## src/rtl/regfile_mp_pkg.sv

```systemverilog
// Shared constants for the multi-port Argon register file: error bit positions,
// the default hardware-flag width and the register-index width helper.
package regfile_mp_pkg;

   localparam int ERR_COLLIDE  = 0;
   localparam int ERR_RSV_BUSY = 1;

   localparam int FLAG_HW_BITS_DEF = 8;

   // Width of a register index (reg_idx_t) for a given register count.
   function automatic int reg_idx_w(input int num_regs);
      return $clog2(num_regs);
   endfunction

endpackage

```

## src/rtl/argon_regfile_scoreboard.sv

```systemverilog
// Per-register busy scoreboard: a reservation sets a bit, a committed write clears it,
// and a reservation wins over a same-cycle clear. r0 is never busy.
module argon_regfile_scoreboard
   import regfile_mp_pkg::*;
#(
   parameter int NUM_REGS = 8,
   parameter int IDX_W    = reg_idx_w(NUM_REGS)
) (
   input  logic                clk,
   input  logic                rst,
   input  logic                rsv_en,
   input  logic [IDX_W-1:0]    rsv_addr,
   input  logic [NUM_REGS-1:0] clr_mask,
   output logic [NUM_REGS-1:0] busy,
   output logic                rsv_busy
);

   logic                rsv_ok;
   logic [NUM_REGS-1:0] set_mask;
   logic [NUM_REGS-1:0] keep_mask;

   assign rsv_ok    = rsv_en && (rsv_addr != '0);
   assign keep_mask = {{(NUM_REGS-1){1'b1}}, 1'b0};
   assign rsv_busy  = rsv_ok && busy[rsv_addr];

   always_comb begin
      set_mask = '0;
      if (rsv_ok) set_mask[rsv_addr] = 1'b1;
   end

   always_ff @(posedge clk or posedge rst) begin
      if (rst) busy <= '0;
      else     busy <= ((busy & ~clr_mask) | set_mask) & keep_mask;
   end

endmodule

```

## src/rtl/argon_regfile_mp.sv

```systemverilog
// Multi-port Argon register file: NUM_RD read ports, prioritised ALU (A) / bus (B) writes,
// hardware flags merge, busy scoreboard and sticky errors. Define ARGON_REGFILE_BYPASS_EN for write-to-read forwarding.
module argon_regfile_mp
   import regfile_mp_pkg::*;
#(
   parameter int DATA_W       = 16,
   parameter int NUM_REGS     = 8,
   parameter int NUM_RD       = 2,
   parameter int FLAG_IDX     = NUM_REGS - 1,
   parameter int FLAG_HW_BITS = FLAG_HW_BITS_DEF,
   parameter int IDX_W        = reg_idx_w(NUM_REGS)
) (
   input  logic                     i_Clk,
   input  logic                     i_Reset,
   input  logic [NUM_RD*IDX_W-1:0]  i_rd_addr,
   output logic [NUM_RD*DATA_W-1:0] o_rd_data,
   input  logic                     i_wa_en,
   input  logic [IDX_W-1:0]         i_wa_addr,
   input  logic [DATA_W-1:0]        i_wa_data,
   input  logic                     i_wb_en,
   input  logic [IDX_W-1:0]         i_wb_addr,
   input  logic [DATA_W-1:0]        i_wb_data,
   input  logic                     i_flags_we,
   input  logic [FLAG_HW_BITS-1:0]  i_flags,
   output logic [DATA_W-1:0]        o_flags,
   input  logic                     i_rsv_en,
   input  logic [IDX_W-1:0]         i_rsv_addr,
   output logic [NUM_REGS-1:0]      o_busy,
   output logic                     o_collide,
   output logic [1:0]               o_err,
   input  logic                     i_err_clr
);

   logic [DATA_W-1:0]   regs      [NUM_REGS];
   logic [DATA_W-1:0]   regs_next [NUM_REGS];
   logic [DATA_W-1:0]   rd_src    [NUM_REGS];
   logic [NUM_REGS-1:0] clr_mask;
   logic                wa_ok, wb_ok, collide_now, rsv_busy;

   // B loses to A on the same register; r0 writes are discarded outright.
   assign wa_ok       = i_wa_en && (i_wa_addr != '0);
   assign collide_now = wa_ok && i_wb_en && (i_wb_addr == i_wa_addr);
   assign wb_ok       = i_wb_en && (i_wb_addr != '0) && !collide_now;

   always_comb begin
      for (int i = 0; i < NUM_REGS; i++) begin
         regs_next[i] = regs[i];
         clr_mask[i]  = 1'b0;
         if (i != 0) begin
            if (wb_ok && (i_wb_addr == IDX_W'(i))) begin
               regs_next[i] = i_wb_data;
               clr_mask[i]  = 1'b1;
            end
            if (wa_ok && (i_wa_addr == IDX_W'(i))) begin
               regs_next[i] = i_wa_data;
               clr_mask[i]  = 1'b1;
            end
            if ((i == FLAG_IDX) && i_flags_we)
               regs_next[i][FLAG_HW_BITS-1:0] = i_flags;
         end
      end
   end

   always_ff @(posedge i_Clk or posedge i_Reset) begin
      if (i_Reset) begin
         for (int i = 0; i < NUM_REGS; i++) regs[i] <= '0;
         o_collide <= 1'b0;
         o_err     <= '0;
      end else begin
         for (int i = 0; i < NUM_REGS; i++) regs[i] <= regs_next[i];
         o_collide           <= collide_now;
         o_err[ERR_COLLIDE]  <= (o_err[ERR_COLLIDE]  && !i_err_clr) || collide_now;
         o_err[ERR_RSV_BUSY] <= (o_err[ERR_RSV_BUSY] && !i_err_clr) || rsv_busy;
      end
   end

`ifdef ARGON_REGFILE_BYPASS_EN
   // Next-state view already carries A-over-B priority, the flags merge and a zero r0.
   assign rd_src = regs_next;
`else
   assign rd_src = regs;
`endif

   for (genvar k = 0; k < NUM_RD; k++) begin : g_rd
      assign o_rd_data[k*DATA_W +: DATA_W] = rd_src[i_rd_addr[k*IDX_W +: IDX_W]];
   end

   assign o_flags = rd_src[FLAG_IDX];

   argon_regfile_scoreboard #(
      .NUM_REGS (NUM_REGS),
      .IDX_W    (IDX_W)
   ) u_scoreboard (
      .clk      (i_Clk),
      .rst      (i_Reset),
      .rsv_en   (i_rsv_en),
      .rsv_addr (i_rsv_addr),
      .clr_mask (clr_mask),
      .busy     (o_busy),
      .rsv_busy (rsv_busy)
   );

endmodule

```

## config.mk

```make
export PLATFORM = sky130hd
export DESIGN_NAME = argon_regfile_mp
export DESIGN_NICKNAME = d
export VERILOG_FILES = /design/src/rtl/regfile_mp_pkg.sv /design/src/rtl/argon_regfile_scoreboard.sv /design/src/rtl/argon_regfile_mp.sv
export SDC_FILE = /design/constraint.sdc
export NUM_CORES = 1
export LEC_CHECK = 0
export CORE_MARGIN = 4
export CORE_UTILIZATION = 50
export CTS_CLUSTER_SIZE = 10
export DETAILED_ROUTE_END_ITERATION = 6
export GPL_TIMING_DRIVEN = 0
export PLACE_DENSITY = 0.75
export REMOVE_ABC_BUFFERS = 1
export SLEW_MARGIN = 0
export SYNTH_ARGS = -nofsm -noshare
export SYNTH_HDL_FRONTEND = slang
export SYNTH_SLANG_ARGS = --single-unit
```

## constraint.sdc

```tcl
create_clock -name i_Clk -period 3.5 [get_ports i_Clk]
set_input_delay 0.35 -clock i_Clk [delete_from_list [all_inputs] [get_ports i_Clk]]
set_output_delay 0.35 -clock i_Clk [all_outputs]
set_load 0.03 [all_outputs]
```

# == After elaboration in Yosys (flattened, before gate mapping) ==
# Cells that the tools add are included.
# op_classes
bitwise_logic,5
n_eq_ne,15
div_mod_pow,0
n_reduce_logical,39
n_mux,40
mul,0
shift,0
addsub,0
order_cmp,4
# op_table
op,n
2-to-1 mux 16 bit,18
binary-select mux 16 bit (select 3 bit),2
equality test 3 bit (second input constant),8
logical AND 1 bit,24
2-to-1 mux 1 bit,16
2-to-1 mux 8 bit,2
nonzero test 2 bit,7
equality test 3 x 2 -> 1 bit (second input constant),4
nonzero test 3 bit,4
AND 8 bit,1
>= comparator 4 bit (second input constant),2
inverter 3 -> 4 bit,2
inverter 8 bit,1
OR 8 bit,1
equality test 3 x 1 -> 1 bit (second input constant),2
less-than comparator 3 x 4 -> 1 bit (second input constant),1
binary-select mux 1 bit (select 3 bit),1
demux 1 bit (select 3 bit),1
equality test 3 bit,1
>= comparator 3 x 1 -> 1 bit (second input constant),1
zero test 1 bit,2
logical OR 1 bit,2
# word_totals
ff_bits,122
mem_count,0
word_cells,114
out_inout_bits,59
mem_bits_ro,0
input_bits,62
latchBits,0
ram_bits,0

# == Longest topological paths before layout ==
# Gate-level depths: netlist of the first run.
# depth
word_depth,12
mapped_depth,7
depth_no_buf,4

# == Modules after synthesis ==
# A second synthesis of the first run with hierarchy kept.
# hier_totals
cells_unflattened,865
area_unflattened_um2,8018.9
# by_module_without_submodules
module,cells_each,seq_area_each_um2,n_inst,area_per_inst_um2
argon_regfile_mp,825,2877.8,1,7644.8
argon_regfile_scoreboard,40,175.2,1,374.1

# == Worst setup path before layout of the first run ==
# No wires, ideal clock.
# synth_path
path_type,input port to output port
startpoint,input i_rd_addr[4]
endpoint,output o_rd_data[31]
t_arrival_ns,1.977
setup_slack_ns,1.173
required_time_ns,3.150
stages,6
n_path_buf,3
path_cell_list,clkbuf_1 -> nor2b_1 -> clkbuf_1 -> clkbuf_1 -> a22oi_1 -> o21ai_0
# synth_via
elab_chain_cells,4
# synth_lines
element,line_no,source
"start, declared",argon_regfile_mp.sv:15,"input logic [NUM_RD*IDX_W-1:0] i_rd_addr,"
inverter 3 -> 4 bit (implied by the code),argon_regfile_mp.sv:85,assign o_rd_data[k*DATA_W +: DATA_W] = rd_src[i_rd_addr[k*IDX_W +: IDX_W]];
binary-select mux 16 bit (select 3 bit),argon_regfile_mp.sv:85,
2-to-1 mux 16 bit (implied by the code) (2 in series),argon_regfile_mp.sv:85,
"end, declared",argon_regfile_mp.sv:16,"output logic [NUM_RD*DATA_W-1:0] o_rd_data,"
# No other way between the ends. The select of a mux whose other input is x is not followed.

# == Worst setup path in the final report of the first run ==
# layout_path
startpoint,input i_rd_addr[1]
endpoint,output o_rd_data[1]
# The elaborated chain is that of the path after synthesis.

==> metrics.csv, run 1 <==
stage,metric,value,unit
cells_and_area,final_layout_size_suffix_gt1_frac,0.132,
grt,grt_pass1_vias,7409,
die,core-area,15300,um^2
clock_tree,htreeDepth,4,
sta,drv_slew,0,
drt,via_per_inst,6.38,
die,die_h,134,um
clock_tree,cts-buffers-inserted,17,
power_and_ir_drop,switching_share,0.322,
worst_setup_path,critPathKind,in2out,
drt,ant_nets,0,
yosys,synth_top_area_cell,dfrtp_1,
sta,hold_violations,0,
power_and_ir_drop,internal-power,3590,uW
power_and_ir_drop,power_frac_comb,0.295,
worst_setup_path,critPathRequiredTime,3150,ps
worst_setup_path,critPathBufInv,2,
yosys,synth_edf_count,0,
die,dieArea,17800,um^2
clock_tree,cts_hold_buf,0,
yosys,yosysMostFrequentCell,nand2_1,
worst_setup_path,critical_path.max_stage_delay,760,ps
drt,drc_errors,0,
yosys,syn-cell-area,7880,um^2
cells_and_area,nets,1020,
die,io_pins,121,
sta,clock.fmax,302,MHz
sta,slew_headroom,0.0779,
sta,min_period,3310,ps
sta,fin_crit_sh,0.946,
yosys,avgSynthCellArea,8.70,um^2
die,fp-row-count,45,
sta,finClkSkew,1.64,ps
clock_tree,cts_tree,yes,
sta,worst_pin_slew,1380,ps
clock_tree,clk_pin_slew,50,ps
clock_tree,clkSinkCount,122,
grt,grt_start_max_net_pins,63,
drt,drt_iter0_drc,957,
cells_and_area,areaGrowthSynthToFinish,21.8,%
drt,dr.pass1.iters,6,
worst_setup_path,arrival,2960,ps
grt,antenna_found_initial,0,
placed_design,routabilityCongestion,0.820,
power_and_ir_drop,leakagePower,0.00400,uW
yosys,async_flop_share,1.00,
die,die_w,134,um
job,timing.max_cap.violations,0,
power_and_ir_drop,switchingPower,1710,uW
die,initial_core_util,0.515,
cells_and_area,fillCellCount,1299,
clock_tree,insertion_delay,430,ps
drt,post_drt_wl_per_cell,21.9,um
power_and_ir_drop,peakVddDrop,0.351,mV
drt,route.vias.total,7534,
yosys,yosys_warnings,0,
placed_design,port_buffers,119,
yosys,ys_ff_latch,122,
clock_tree,clk_path_buf_depth,2,
yosys,synth_common_cells,"225 x nand2_1, 122 x dfrtp_1, 109 x nor2_1, 96 x a31oi_1, 49 x clkbuf_1",
worst_setup_path,cp-end-kind,output port,
yosys,syn_inst,906,
yosys,ys_dominant_reg_cell,dfrtp_1,
grt,grt_pass1_wl,40300,um
yosys,yosysSeqAreaShare,0.387,
min_path,hold_path_class,in2async,
sta,grt_setup_unrepaired,false,
yosys,synthDistinctLibCells,41,
yosys,synth_top_area_frac,0.387,
worst_setup_path,cp_slowest_cell,buf_2,
power_and_ir_drop,power_density,553,nW/um^2
sta,layout_setup_ws,190,ps
power_and_ir_drop,power_frac_seq,0.367,
grt,grt.total_usage,0.291,
power_and_ir_drop,p_total,5300,uW
worst_setup_path,cp_max_fo,33,
worst_setup_path,crit_family,buffers and inverters,
placed_design,hpwl,15200,um
worst_setup_path,critical_path.cell_chain,"buf_2, nor2b_4, a221oi_1, a21oi_1, clkdlybuf4s50_1",
yosys,synthTopCellsByArea,"dfrtp_1 39%, nand2_1 11%, mux4_2 9.4%, a31oi_1 7.6%, nor2_1 5.2%",
drt,postRouteWirelength,25900,um
power_and_ir_drop,clkPwrFrac,0.338,
clock_tree,cts-root-buf,clkbuf_16,
cells_and_area,diodes,0,
sta,setup_viol,0,
run_status,outcome,"complete, no violations",
grt,grt_overflow,0,
placed_design,dp_slack,-92.5,ps
worst_setup_path,worst_setup_path_start_kind,input pin,
## through the flow
step	util	hold WS (ps)	cell area [um^2]	std cells	setup TNS [ps]
final	0.627	371	9600	1181	0
after global routing	0.627	426	9600	1181	0
after CTS	0.625	406	9570	1180	0
after detailed placement	0.585	469	8960	1149	-577
after global placement	0.579	457	8870	1145	-296000
after floorplan	-	447	7420	815	-11290
## cells by family (layout without fill, tap and decap cells)
logic type	Yosys count	count (layout)	synth area share
xor gates and xnor gates	3	3	0.00667
AOI/OAI and AO/OA	203	203	0.192
other	1	1	0.000476
muxes	66	66	0.141
DFF	122	122	0.387
and+or+nand+nor	384	384	0.197
buffers and inverters	127	191	0.0759
## cells in the final DEF (no fill, tap or decap), types with 3 or more instances in the layout
cell type,n
o31ai_1,3
nand2_1,225
a221oi_1,30
a21oi_1,31
nor2b_1,7
nand3_1,23
o311a_1,9
clkinv_2,4
o311ai_4,7
a31oi_1,96
clkbuf_8,6
o311a_2,5
inv_1,35
and2_1,3
buf_2,6
o21ai_0,12
clkbuf_16,17
mux4_2,33
mux2_2,32
clkdlybuf4s50_1,113
dfrtp_1,122
or4_1,8
nor2_1,109
## state kept, by name, summed over array words and instances, names as in the netlist
name,cells
o_collide,1
o_err,2
o_flags,16
rd_src,96
u_scoreboard.busy,7
## metal layers
metal	share of wire	up-vias	GRT usage
met4	0.025	0	0.109
li1	-	3329	-
met5	0	-	0
met2	0.46	491	0.460
met1	0.40	3653	0.393
met3	0.11	61	0.0657
## worst reg2reg max path, stage by stage (launching register included)
cell     delay (ps)
dfrtp_1         410
mux4_2          460
and2_1          170
o21ai_0         170
o21ai_0         110
## power groups by stage
stage | registers (uW) | logic (uW) | clock network, uW
2_1_floorplan | 1980 | 896 | 0
3_3_place_gp | 1940 | 1510 | 0
3_5_place_dp | 1960 | 1550 | 0
4_1_cts | 1940 | 1560 | 1790
5_1_grt | 1980 | 1680 | 1880
6_report | 1950 | 1560 | 1790
## what timing repair did
item / 4_1_cts / 5_1_grt
endpoints found under the setup margin: 18 / 0
setup buffers: 0 / 0
resized for setup: 2 / 0
## path summary, 6_finish.rpt
check	slack [ps]	startpoint	cells after the start	end
setup reg to reg	2060	u_scoreboard.busy[1]	4	o_err[1]
setup / recovery	190	i_rd_addr[1]	5	o_rd_data[1]
hold / removal	370	i_Reset	2	o_flags[15]
min in group i_Clk	480	o_err[0]	1	o_err[0]
hold reg to reg	480	o_err[0]	1	o_err[0]
max in group asynchronous	2390	i_Reset	3	o_flags[13]
## final cells by class
type	count	area [um^2]	share of cell area
Multi-Input combinational cell	657	4280	0.445
Clock buffer	24	512	0.0533
Sequential cell	122	3050	0.318
Timing Repair Buffer	124	1270	0.132
Inverter	36	140	0.0146
Clock inverter	7	87.6	0.00912
Tap cell	211	264	0.0275
(Power assumes the default switching activity.)
==> run 2, diff against run 1 <==
Settings changed: MAX_ROUTING_LAYER from default to met4, RECOVER_POWER from default to 100.
==> metrics.csv, run 2 (synthesized netlist as in run 1, its figures left out) <==
stage,metric,value,unit,change
power_and_ir_drop,leakagePower,0.00404,uW,was 0.00400 uW
die,io_pins,121,,unchanged
placed_design,port_buffers,119,,unchanged
clock_tree,cts_resized,2,,unchanged
drt,route.vias.total,7618,,"was 7,534"
placed_design,routabilityCongestion,0.832,,was 0.820
clock_tree,cts-buffers-inserted,17,,unchanged
sta,hold_violations,0,,unchanged
cells_and_area,diodes,0,,unchanged
cells_and_area,nets,1020,,unchanged
drt,drc_errors,0,,unchanged
sta,min_period,3430,ps,was 3310 ps
worst_setup_path,cp-end-kind,output port,,unchanged
sta,clock.fmax,291,MHz,was 302 MHz
clock_tree,cts-root-buf,clkbuf_16,,unchanged
die,die_w,134,um,unchanged
job,timing.max_cap.violations,3,,was 0
power_and_ir_drop,power_density,550,nW/um^2,was 553 nW/um^2
cells_and_area,final_cells,1181,,unchanged
worst_setup_path,worst_setup_path_start_kind,input pin,,unchanged
drt,drt_iter0_drc,964,,was 957
grt,grt_overflow,0,,unchanged
die,core-area,15300,um^2,unchanged
sta,final.setup.tns,0,ps,unchanged
worst_setup_path,critPathKind,in2out,,unchanged
placed_design,hpwl,15200,um,unchanged
die,fp-row-count,45,,unchanged
cells_and_area,final_cell_mix,"225 x nand2_1, 122 x dfrtp_1, 109 x nor2_1",,"was 225 x nand2_1, 122 x dfrtp_1, 113 x clkdlybuf4s50_1"
drt,ant_nets,0,,unchanged
run_status,outcome,"finished, violations left",,"was complete, no violations"
clock_tree,post_cts_buffers,0,,unchanged
grt,grt_pass1_wl,40300,um,unchanged
clock_tree,cts_tree,yes,,unchanged
drt,post_drt_wl_per_cell,22.0,um,was 21.9 um
clock_tree,clkSinkCount,122,,unchanged
die,initial_core_util,0.515,,unchanged
sta,worst_pin_slew,2490,ps,was 1380 ps
cells_and_area,areaGrowthSynthToFinish,21.4,%,was 21.8%
placed_design,place_inst,1149,,unchanged
worst_setup_path,cp_max_fo,33,,unchanged
drt,postRouteWirelength,25900,um,about the same
cells_and_area,final_common_cell,nand2_1,,unchanged
grt,grt_pass1_vias,7401,,"was 7,409"
drt,dr.pass1.iters,6,,unchanged
die,dieArea,17800,um^2,unchanged
cells_and_area,final_layout_size_suffix_gt1_frac,0.130,,was 0.132
sta,setup_viol,0,,unchanged
run_status,violations,"max-capacitance violations, max-slew violations",,
sta,grt_setup_unrepaired,false,,unchanged
clock_tree,clk_path_buf_depth,2,,unchanged
sta,slew_headroom,-0.658,,was 0.0779
clock_tree,insertion_delay,430,ps,about the same
worst_setup_path,critPathRequiredTime,3150,ps,about the same
sta,fin_crit_sh,0.981,,was 0.946
power_and_ir_drop,peakVddDrop,0.353,mV,was 0.351 mV
grt,antenna_found_initial,0,,unchanged
sta,drv_slew,94,,was 0
cells_and_area,largest_register_ffs,96,,unchanged
clock_tree,clk_pin_slew,60,ps,was 50 ps
drt,via_per_inst,6.45,,was 6.38
clock_tree,htreeDepth,4,,unchanged
grt,grt_start_max_net_pins,63,,unchanged
worst_setup_path,arrival,3080,ps,was 2960 ps
die,die_h,134,um,unchanged
min_path,hold_path_class,reg2reg,,was in2async
grt,grt.total_usage,0.299,,was 0.291
clock_tree,cts_hold_buf,0,,unchanged
sta,finClkSkew,1.05,ps,was 1.64 ps
-- run 2: changes by cell type in the layout (fill, tap and decap cells not counted), sizes merged --
cell,change
clkdlybuf4s50,-51
clkbuf,+2
dlygate4sd3,+51
buf,-2
-- run 2: final timing paths --
| check | start | slack, ps | endpoint | depth (start not counted) |
|---|---|---|---|---|
| max | i_rd_addr[1] | 70 | o_rd_data[5] | 5 |
| min | o_err[0] | 480 | o_err[0] | 1 |
| max reg2reg | u_scoreboard.busy[1] | 2080 | o_err[1] | 4 |
| min reg2reg | o_err[0] | 480 | o_err[0] | 1 |
| max in group asynchronous | i_Reset | 810 | rd_src[32] | 2 |
| min in group asynchronous | i_Reset | 1230 | o_flags[15] | 2 |
-- run 2: metrics by stage --
stage / worst slack [ps] / util / hold slack (ps) / area, um^2 / total power, uW
finish: 66.9 / 0.625 / 477 / 9570 / 5270
global route: 96.1 / 0.625 / 520 / 9570 / 5500
CTS: 178 / 0.625 / 406 / 9570 / 5290
detailed placement: -92.5 / 0.585 / 469 / 8960 / 3510
global placement: -1990 / 0.579 / 457 / 8870 / 3450
floorplan: -92.5 / - / 447 / 7420 / 2880
-- run 2: layer usage --
metal,vias to the layer above,GRT usage,share of wire
met5,-,-,0
met4,0,0.112,0.029
met3,71,0.0566,0.10
met2,492,0.460,0.46
met1,3730,0.396,0.40
li1,3325,-,-
-- run 2: critical path, cell delays in order --
cell	delay (ps)
clkbuf_2	850
nor2b_4	680
a221oi_1	200
a21oi_1	210
dlygate4sd3_1	780
-- run 2: area by class of cell --
| class | count | area (um^2) |
|---|---|---|
| clock buffers | 24 | 512 |
| clock inverters | 7 | 87.6 |
| fillers | 1304 | 5750 |
| inverters | 36 | 135 |
| multi-input cells | 657 | 4250 |
| flip-flops and latches | 122 | 3050 |
| well taps | 211 | 264 |
| repair buffers | 124 | 1270 |
-- run 2: power by group --
part | leakage (uW) | internal [uW] | switching [uW]
combinational | 0.00229 | 698 | 825
clock | 0.000298 | 1150 | 645
sequential | 0.00145 | 1710 | 237
==> run 3, diff against run 2 <==
Settings changed: PLACE_DENSITY 0.75 to default, PLACE_DENSITY_LB_ADDON from default to 0.1.
==> metrics.csv, run 3 (synthesized netlist as in run 1, its figures left out) <==
stage,metric,value,unit,change
run_status,outcome,"finished, violations left",,unchanged
run_status,violations,"max-capacitance violations, max-slew violations",,unchanged
sta,layout_setup_ws,81.0,ps,was 66.9 ps
power_and_ir_drop,leakagePower,0.00405,uW,was 0.00404 uW
placed_design,hpwl,15300,um,"was 15,200 um"
min_path,worstHoldEndpoint,o_err[0],,unchanged
worst_setup_path,critPathRequiredTime,3150,ps,about the same
placed_design,routabilityCongestion,0.795,,was 0.832
worst_setup_path,cp_max_fo,33,,unchanged
power_and_ir_drop,power_density,549,nW/um^2,was 550 nW/um^2
drt,drc_errors,0,,unchanged
clock_tree,cts_resized,0,,was 2
grt,grt_pass1_wl,40500,um,"was 40,300 um"
clock_tree,cts_hold_buf,0,,unchanged
die,die_w,134,um,unchanged
worst_setup_path,cp-end-kind,output port,,unchanged
drt,drt_iter0_drc,703,,was 964
clock_tree,cts-buffers-inserted,17,,unchanged
cells_and_area,largest_register_ffs,96,,unchanged
worst_setup_path,reg2regPathDepth,4,,unchanged
sta,hold_violations,0,,unchanged
sta,drv_slew,14,,was 94
worst_setup_path,arrival,3070,ps,was 3080 ps
drt,postRouteWirelength,26200,um,"was 25,900 um"
drt,ant_nets,0,,unchanged
cells_and_area,stdcell_area,9600,um^2,was 9570 um^2
worst_setup_path,r2r_setup_slack,2140,ps,was 2080 ps
sta,grt_setup_unrepaired,false,,unchanged
clock_tree,cts-root-buf,clkbuf_16,,unchanged
clock_tree,htreeDepth,4,,unchanged
sta,slew_headroom,-0.0497,,was -0.658
clock_tree,insertion_delay,420,ps,was 430 ps
sta,worst_pin_slew,1570,ps,was 2490 ps
worst_setup_path,critPathLaunch,i_rd_addr[1],,unchanged
min_path,min_delay_path_depth,1,,unchanged
die,initial_core_util,0.515,,unchanged
grt,grt_pass1_vias,7242,,"was 7,401"
clock_tree,clkSinkCount,122,,unchanged
placed_design,dp_slack,282,ps,was -92.5 ps
min_path,min-delay-start,o_err[0],,unchanged
cells_and_area,utilization,0.627,,was 0.625
worst_setup_path,timing.rr.end,o_err[1],,unchanged
sta,fin_crit_sh,0.977,,was 0.981
cells_and_area,final_cell_mix,"225 x nand2_1, 122 x dfrtp_1, 109 x nor2_1",,unchanged
placed_design,port_buffers,119,,unchanged
grt,grt_overflow,0,,unchanged
power_and_ir_drop,peakVddDrop,0.356,mV,was 0.353 mV
drt,dr.pass1.iters,7,,was 6
placed_design,placed_cell_area,9040,um^2,was 8960 um^2
clock_tree,clk_pin_slew,50,ps,was 60 ps
cells_and_area,final_common_cell,nand2_1,,unchanged
min_path,hold_path_class,reg2reg,,unchanged
clock_tree,clk_path_buf_depth,2,,unchanged
worst_setup_path,critPathKind,in2out,,unchanged
die,dieArea,17800,um^2,unchanged
cells_and_area,diodes,0,,unchanged
grt,grt_start_max_net_pins,97,,was 63
drt,via_per_inst,6.30,,was 6.45
sta,setup_viol,0,,unchanged
worst_setup_path,rr_startpoint,u_scoreboard.busy[3],,was u_scoreboard.busy[1]
die,core-area,15300,um^2,unchanged
grt,antenna_found_initial,0,,unchanged
job,timing.max_cap.violations,1,,was 3
worst_setup_path,worst_setup_path_start_kind,input pin,,unchanged
cells_and_area,final_layout_size_suffix_gt1_frac,0.132,,was 0.130
cells_and_area,nets,1023,,"was 1,020"
cells_and_area,final_cells,1184,,"was 1,181"
die,die_h,134,um,unchanged
sta,clock.fmax,292,MHz,was 291 MHz
clock_tree,post_cts_buffers,0,,unchanged
sta,min_period,3420,ps,was 3430 ps
sta,finClkSkew,1.81,ps,was 1.05 ps
cells_and_area,areaGrowthSynthToFinish,21.8,%,was 21.4%
die,fp-row-count,45,,unchanged
clock_tree,cts_tree,yes,,unchanged
drt,post_drt_wl_per_cell,22.1,um,was 22.0 um
drt,route.vias.total,7464,,"was 7,618"
grt,grt.total_usage,0.302,,was 0.299
die,io_pins,121,,unchanged
placed_design,place_inst,1153,,"was 1,149"
==> run 3: cell count changes in the layout (fill, tap and decap cells not counted), sizes merged <==
cell	change
buf	+3
bufinv	+1
clkbuf	-1
clkdlybuf4s50	-9
clkinvlp	+1
dlygate4sd3	+9
inv	-1
==> run 3: worst max path at each step <==
stage | cells past startpoint | endpoint
final | 6 | o_rd_data[6]
after global placement | 2 | rd_src[18]
after detailed placement | 6 | o_rd_data[6]
after floorplan | 1 | o_collide
after global routing | 6 | o_rd_data[6]
after CTS | 6 | o_rd_data[6]
==> run 3: routing by layer <==
| metal | up-vias | GRT usage | wire length [um] |
|---|---|---|---|
| li1 | 3337 | - | - |
| met1 | 3609 | 0.383 | 10400 |
| met2 | 454 | 0.492 | 12600 |
| met3 | 64 | 0.0480 | 2500 |
| met4 | 0 | 0.116 | 703 |
| met5 | - | - | 0 |
==> run 3: critical path, stage by stage <==
cell and delay (ps):
clkbuf_2 810, nor2b_2 480, buf_8 220, a221oi_1 100
a21oi_1 290, dlygate4sd3_1 790
==> run 3: cell type report <==
| type | count | area, um^2 |
|---|---|---|
| Timing Repair Buffer | 127 | 1300 |
| Tap cell | 211 | 264 |
| Multi-Input combinational cell | 657 | 4250 |
| Fill cell | 1318 | 5720 |
| Clock inverter | 8 | 118 |
| Sequential cell | 122 | 3050 |
| Clock buffer | 23 | 478 |
| Inverter | 36 | 136 |
==> run 3: report_power, final <==
part / leakage, uW / switching (uW) / total (uW) / internal, uW
registers: 0.00145 / 235 / 1950 / 1710
logic: 0.00231 / 822 / 1510 / 691
clock network: 0.000293 / 644 / 1810 / 1170
total: 0.00405 / 1700 / 5270 / 3570
==> run 3: per-stage QoR <==
stage	hold slack (ps)	TNS [ps]	power, uW
after CTS	282	0	5310
after global placement	472	-316750	3460
after detailed placement	478	0	3520
after global routing	522	0	5510
final	490	0	5270
after floorplan	447	-11290	2880
